### src/rtl/sad_datapath_pkg.sv
// sad_datapath_pkg: shared block-size defaults and the abs-diff width helper.
package sad_datapath_pkg;
  localparam int N_DEF  = 16;
  localparam int DW_DEF = 8;
  localparam int AW_DEF = $clog2(N_DEF);
  localparam int SW_DEF = DW_DEF + AW_DEF;
  function automatic int ad_w(input int dw);
    return dw + 1;
  endfunction
endpackage

### src/rtl/sad_absdiff.sv
// sad_absdiff: combinational |a - b| of two unsigned pixels.
module sad_absdiff
  import sad_datapath_pkg::*;
#(
  parameter int DW = DW_DEF
) (
  input  logic [DW-1:0] a,
  input  logic [DW-1:0] b,
  output logic [DW-1:0] d
);
  logic [ad_w(DW)-1:0] diff;
  assign diff = {1'b0, a} - {1'b0, b};
  assign d = diff[DW] ? b - a : diff[DW-1:0];
endmodule

### src/rtl/sad_datapath.sv
// sad_datapath: counts pixel pairs, accumulates |a-b| and captures the block SAD.
module sad_datapath
  import sad_datapath_pkg::*;
#(
  parameter int N  = N_DEF,
  parameter int DW = DW_DEF
) (
  input  logic                         clk,
  input  logic                         Mrst_n,
  input  logic                         rst,
  input  logic                         en,
  input  logic                         en_reg,
  output logic [$clog2(N)-1:0]         addr,
  input  logic [DW-1:0]                a_data,
  input  logic [DW-1:0]                b_data,
  output logic                         comp,
  output logic [DW+$clog2(N)-1:0]      sad_out,
  output logic                         sad_valid,
  output logic                         done
);
  localparam int AW = $clog2(N);
  localparam int SW = DW + AW;
  localparam logic [AW:0] N_CNT = (AW+1)'(N);
  logic [AW:0]   cnt;
  logic [SW-1:0] sum;
  logic          rd_v;
  logic [DW-1:0] ad;
  logic [SW-1:0] term;
  logic          accept;
  sad_absdiff #(.DW(DW)) u_absdiff (.a(a_data), .b(b_data), .d(ad));
  assign comp   = cnt == N_CNT;
  assign addr   = cnt[AW-1:0];
  assign accept = en && !rst && !comp;
  assign term   = rd_v ? {{AW{1'b0}}, ad} : '0;
  always_ff @(posedge clk or negedge Mrst_n) begin
    if (!Mrst_n) begin
      cnt  <= '0;
      rd_v <= 1'b0;
      sum  <= '0;
    end else begin
      cnt  <= rst ? '0 : accept ? cnt + 1'b1 : cnt;
      rd_v <= accept;
      sum  <= rst ? '0 : sum + term;
    end
  end
  // capture sees the in-flight term so en_reg may follow the last en directly
  always_ff @(posedge clk or negedge Mrst_n) begin
    if (!Mrst_n) begin
      sad_out   <= '0;
      sad_valid <= 1'b0;
      done      <= 1'b0;
    end else begin
      sad_out   <= en_reg ? sum + term : sad_out;
      sad_valid <= rst ? 1'b0 : en_reg ? 1'b1 : sad_valid;
      done      <= en_reg;
    end
  end
endmodule

### config.mk
export PLATFORM = sky130hd
export DESIGN_NAME = sad_datapath
export DESIGN_NICKNAME = d
export VERILOG_FILES = /design/src/rtl/sad_datapath_pkg.sv /design/src/rtl/sad_absdiff.sv /design/src/rtl/sad_datapath.sv
export SDC_FILE = /design/constraint.sdc
export NUM_CORES = 1
export LEC_CHECK = 0
export ABC_CLOCK_PERIOD_IN_PS = 2400
export BUFFER_PORTS_ARGS = -buffer_cell sky130_fd_sc_hd__buf_2
export CORE_ASPECT_RATIO = 2
export CORE_UTILIZATION = 35
export DETAILED_ROUTE_END_ITERATION = 8
export PLACE_DENSITY = 0.53
export REMOVE_ABC_BUFFERS = 1
export SLEW_MARGIN = 20
export SYNTH_ARGS = -nofsm -noshare
export SYNTH_HDL_FRONTEND = slang
export SYNTH_SLANG_ARGS = --single-unit
export TNS_END_PERCENT = 50
### constraint.sdc
create_clock -name clk -period 2.4 [get_ports clk]
set_clock_uncertainty 0.1 [all_clocks]
set_input_delay 0 -clock clk [delete_from_list [all_inputs] [get_ports clk]]
set_output_delay 0 -clock clk [all_outputs]
set_load 0.05 [all_outputs]
# [Word level (Yosys, flattened, before mapping)]
# Cells that the tools add are included.
[classes] addsub=4 eq_ne=1 muxes=7 n_reduce_logical=6
[ops] op="$mux 8" n=2
[ops] op="$add 12x8->12" n=1
[ops] op="$mux 12" n=1
[ops] op="$mux 5" n=2
[ops] op="$sub 8x8->9" n=1
[ops] op="$sub 8x8->8" n=1
[ops] op="$add 5x1->5 const B" n=1
[ops] op="$eq 5x5->1 const B" n=1
[ops] op="$reduce_bool 2->1" n=2
[ops] op="$logic_and 1x1->1" n=2
[ops] op="$logic_not 1->1" n=2
[ops] op="$mux 1" n=2
[totals] reg_bits=32 in_bits=21 output_inout_bits=19 elab_cells=24

# [Depth between registers and ports, before layout]
[depth] depth_word=5 mapped_depth=16 mapped_depth_nobuf=15

# [Hierarchy]
# A second synthesis with hierarchy kept.
[unflattened] cells_unflattened=253 area_unflattened_um2=2349.8
[by_module_without_submodules] mod="sad_datapath" instances=1 cells_each=168 area_per_inst_um2=1694.1
[by_module_without_submodules] mod="sad_absdiff" instances=1 cells_each=85 area_per_inst_um2=655.6

# [Worst setup path after synthesis]
# OpenSTA, ideal clock, no wires.
[synth_path] path_kind="in2reg" start="input port a_data[0]" end="register sad_out[7]" setup_time_ns=0.120 arrival_time_ns=2.836 t_required_ns=2.180 setup_slack_ns=-0.655 cell_stages=16 cell_sequence="inv_1 > ha_1 > inv_1 > fa_1 > a21o_1 > a21oi_2 > o31a_1 > buf_6 > mux2i_1 > mux2i_1 > ha_1 > a21o_1 > a21oi_2 > a21oi_1 > or3_1 > a31o_1"
[synth_between] elab_chain_cells=4
[synth_rtl] element="start, declared" line="sad_datapath.sv:14" text="input logic [DW-1:0] a_data,"
[synth_rtl] element="$sub 8x8->9 / $sub 8x8->8 (equally long branches)" line="sad_absdiff.sv:12, sad_absdiff.sv:13"
[synth_rtl] element="$mux 8 (*)" line="sad_absdiff.sv:13" text="assign d = diff[DW] ? b - a : diff[DW-1:0];"
[synth_rtl] element="$mux 8 (*)" line="sad_datapath.sv:34" text="assign term = rd_v ? {{AW{1'b0}}, ad} : '0;"
[synth_rtl] element="$add 12x8->12 (*)" line="sad_datapath.sv:53" text="sad_out <= en_reg ? sum + term : sad_out;"
[synth_rtl] element="end signal, assigned" line="sad_datapath.sv:53"
[synth_rtl] element="end, declared" line="sad_datapath.sv:17" text="output logic [DW+$clog2(N)-1:0] sad_out,"
# Mark *: on every way between the ends. The rest lies on a longest branch, timed or not.
# A chain may end at the register's enable or synchronous reset.

# [Final worst setup path]
[layout_path] start="input port a_data[0]" end="register sad_out[9]"
# Same word-level chain as after synthesis.

==> impl_metrics.yaml <==
status:
  status: "complete, but fails checks"
  violations: "setup timing"
setup_path:
  cp.arrival_ns: 3.03
  path_class: "in -> reg"
  r2r_start: "rd_v$_DFF_PN0_"
  timing.rr.end: "sad_out[9]$_DFFE_PN0P_"
  cp-startpoint: "a_data[0]"
  endpoint_kind: "register"
  required_ns: 2.50
  crit_fanout: 4
  start_kind: "input port"
  reg2reg_depth: 8
  r2r_setup_slack_ns: 0.11
  crit_path_end: "sad_out[9]$_DFFE_PN0P_"
place:
  hpwl_um: 4120
  preCtsSetupSlack_ns: -0.988
  gp_congestion: 0.804
  placedCellCount: 393
  port_buffers: 39
finish:
  finalNonFillerCells: 409
  area_delta_synth_final_pct: 36.4
  layout.nets: 371
  drive_gt1_share_pct: 34.7
  layout_commonest_cell: "buf_2"
  antenna_cells: 0
  layout_common_cells: "38 x buf_2, 33 x buf_4, 32 x dfrtp_1"
clock_tree:
  cts.sinks: 32
  path_clk_slew_ns: 0.05
  clockBufferDepth: 2
  cts_max_level: 2
  clkLatencyLatePin_ns: 0.28
  cts_made_buffers: 5
  cts_root_buf: "clkbuf_16"
  cts_tree: "done"
die:
  fp.dieH_um: 116
  dieArea_um2: 6890
  coreArea_um2: 6310
  start_util_pct: 36.3
  rows: 41
  io_pins: 40
  die_width_um: 59.2
global_routing:
  grt_max_degree: 33
  overflow: 0
  grt_pass1_vias: 2121
  grt_pass1_wl_um: 9310
  antenna_found_initial: 0
  grt.total_usage_pct: 18.0
routing:
  drc_errors: 0
  route.antenna.remaining_nets: 0
  num_vias: 1989
  vias_per_cell: 4.86
  drt_iter0_drc: 38
  wl_um: 5380
  detail_route.wl_per_cell_um: 13.1
  firstDrtPassIters: 4
power_and_ir_drop:
  power.density_nw_per_um2: 628
  leakage_nw: 1.63
  vdd_drop_max_mv: 0.581
flow_run:
  cap_viol_max_count: 0
sta:
  post-route-period-util_pct: 122
  max_freq_mhz: 341
  setup_tns_ns: -6.94
  rsz0062_at_grt: "true"
  worst_pin_slew_ns: 0.712
  setup-violations-final: 20
  slew_viol_final: 0
  slew_headroom_pct: 52.5
  finalWorstSetupSlack_ns: -0.532
  layout_min_cycle_time_ns: 2.93
  whs_ns: 0.0225
  hold_viol: 0
yosys:
  synth_area_um2: 2290
  synth.distinct_cells: 37
  postSynthAreaPerCell_um2: 9.16
  synth_warnings: 0
  seq_area_frac_synth_pct: 35.0
  synth_seq_cells: 32
  synthCells: 250
hold_path:
  hp-class: "in -> reg"
==> worst max-delay path: stages <==
cell and delay [ns]:
buf_6 0.10, inv_4 0.05, ha_4 0.13, inv_2 0.04
fa_2 0.33, a21o_1 0.17, a21oi_2 0.15, o31a_1 0.23
buf_6 0.16, mux2i_1 0.22, mux2i_1 0.11, ha_1 0.38
nand4_1 0.27, a211o_1 0.36, a21o_1 0.19, a31oi_1 0.15
==> sequential cells by signal, summed over array words and instances (netlist names) <==
register,flops
rd_v,1
sad_out,12
sum,12
done,1
sad_valid,1
cnt,5
==> worst min-delay path by stage <==
| stage | from | endpoint | cells past startpoint |
|---|---|---|---|
| finish | rst | sum[4]$_DFF_PN0_ | 2 |
| global placement | Mrst_n | sum[9]$_DFF_PN0_ | 1 |
| CTS | rst | sum[3]$_DFF_PN0_ | 2 |
| global route | rst | sum[4]$_DFF_PN0_ | 2 |
| floorplan | Mrst_n | cnt[0]$_DFFE_PN0P_ | 0 |
| detailed placement | Mrst_n | sum[9]$_DFF_PN0_ | 1 |
==> through the flow <==
| step | power, W | util, % | instance area (um^2) |
|---|---|---|---|
| finish | 0.00196 | 49.5 | 3120 |
| CTS | 0.00196 | 48.2 | 3040 |
| global placement | 0.00125 | 43.5 | 2740 |
| detailed placement | 0.00126 | 43.5 | 2740 |
| floorplan | 0.00103 | - | 2210 |
| global route | 0.00207 | 49.5 | 3120 |
==> what timing repair did <==
action | in CTS | in global routing
resized for setup | 28 | 12
setup buffers | 3 | 2
pin swaps | 20 | 14
gates cloned | 0 | 0
hold buffers | 3 | 0
endpoints found under the hold margin | 34 | 0
setup endpoints to repair | 21 | 22
==> final cells by class <==
class	instances	area [um^2]
timing repair buffer	78	522
clock buffer	6	139
tap	86	108
sequential	32	801
fill	625	3190
multi-input combinational	183	1460
clock inverter	2	10.0
inverter	22	85.1
==> cells by family after synthesis <==
group	share of synthesized area [%]
simple gates	15.1
compound gates	15.2
buf+inv	7.16
flops	35.0
fa+ha+maj	16.3
mux	7.10
xor+xnor	4.21
==> report_power, final <==
part,switching (W),internal (W)
Combinational,0.000408,0.000289
Sequential,0.0000310,0.000598
Clock,0.000228,0.000408
Total,0.000667,0.00130
==> synth_stat cells, drive strengths merged <==
master | count | share of area [%]
ha | 25 | 14
nand2 | 24 | 3.9
nor4bb | 1 | 0.44
o21a | 2 | 0.66
xnor2 | 6 | 2.3
nand4 | 6 | 1.6
clkbuf | 5 | 0.87
nand2b | 7 | 1.9
and3b | 1 | 0.38
mux2 | 2 | 0.98
inv | 22 | 3.6
nand3b | 2 | 0.66
o31a | 1 | 0.38
nand3 | 3 | 0.66
nor2b | 6 | 1.6
a211o | 1 | 0.38
fa | 3 | 2.6
nor3 | 2 | 0.44
dfrtp | 32 | 35
xor2 | 5 | 1.9
buf | 8 | 2.7
o21ai | 12 | 2.6
nor2 | 19 | 3.1
or3 | 1 | 0.27
o21bai | 1 | 0.33
mux2i | 14 | 6.1
a31o | 1 | 0.38
a21oi | 20 | 4.7
a31oi | 3 | 0.82
a211oi | 3 | 0.98
a21o | 11 | 3.6
o31ai | 1 | 0.33
==> metal layers <==
| metal | part of all wire [%] | vias to the layer above | GRT usage (%) |
|---|---|---|---|
| met5 | 0 | - | 0 |
| met1 | 38 | 944 | 18.5 |
| met2 | 55 | 41 | 32.4 |
| met4 | 4.6 | 0 | 11.9 |
| met3 | 2.4 | 17 | 2.77 |
| li1 | - | 987 | - |
(Power assumes the default switching activity.)
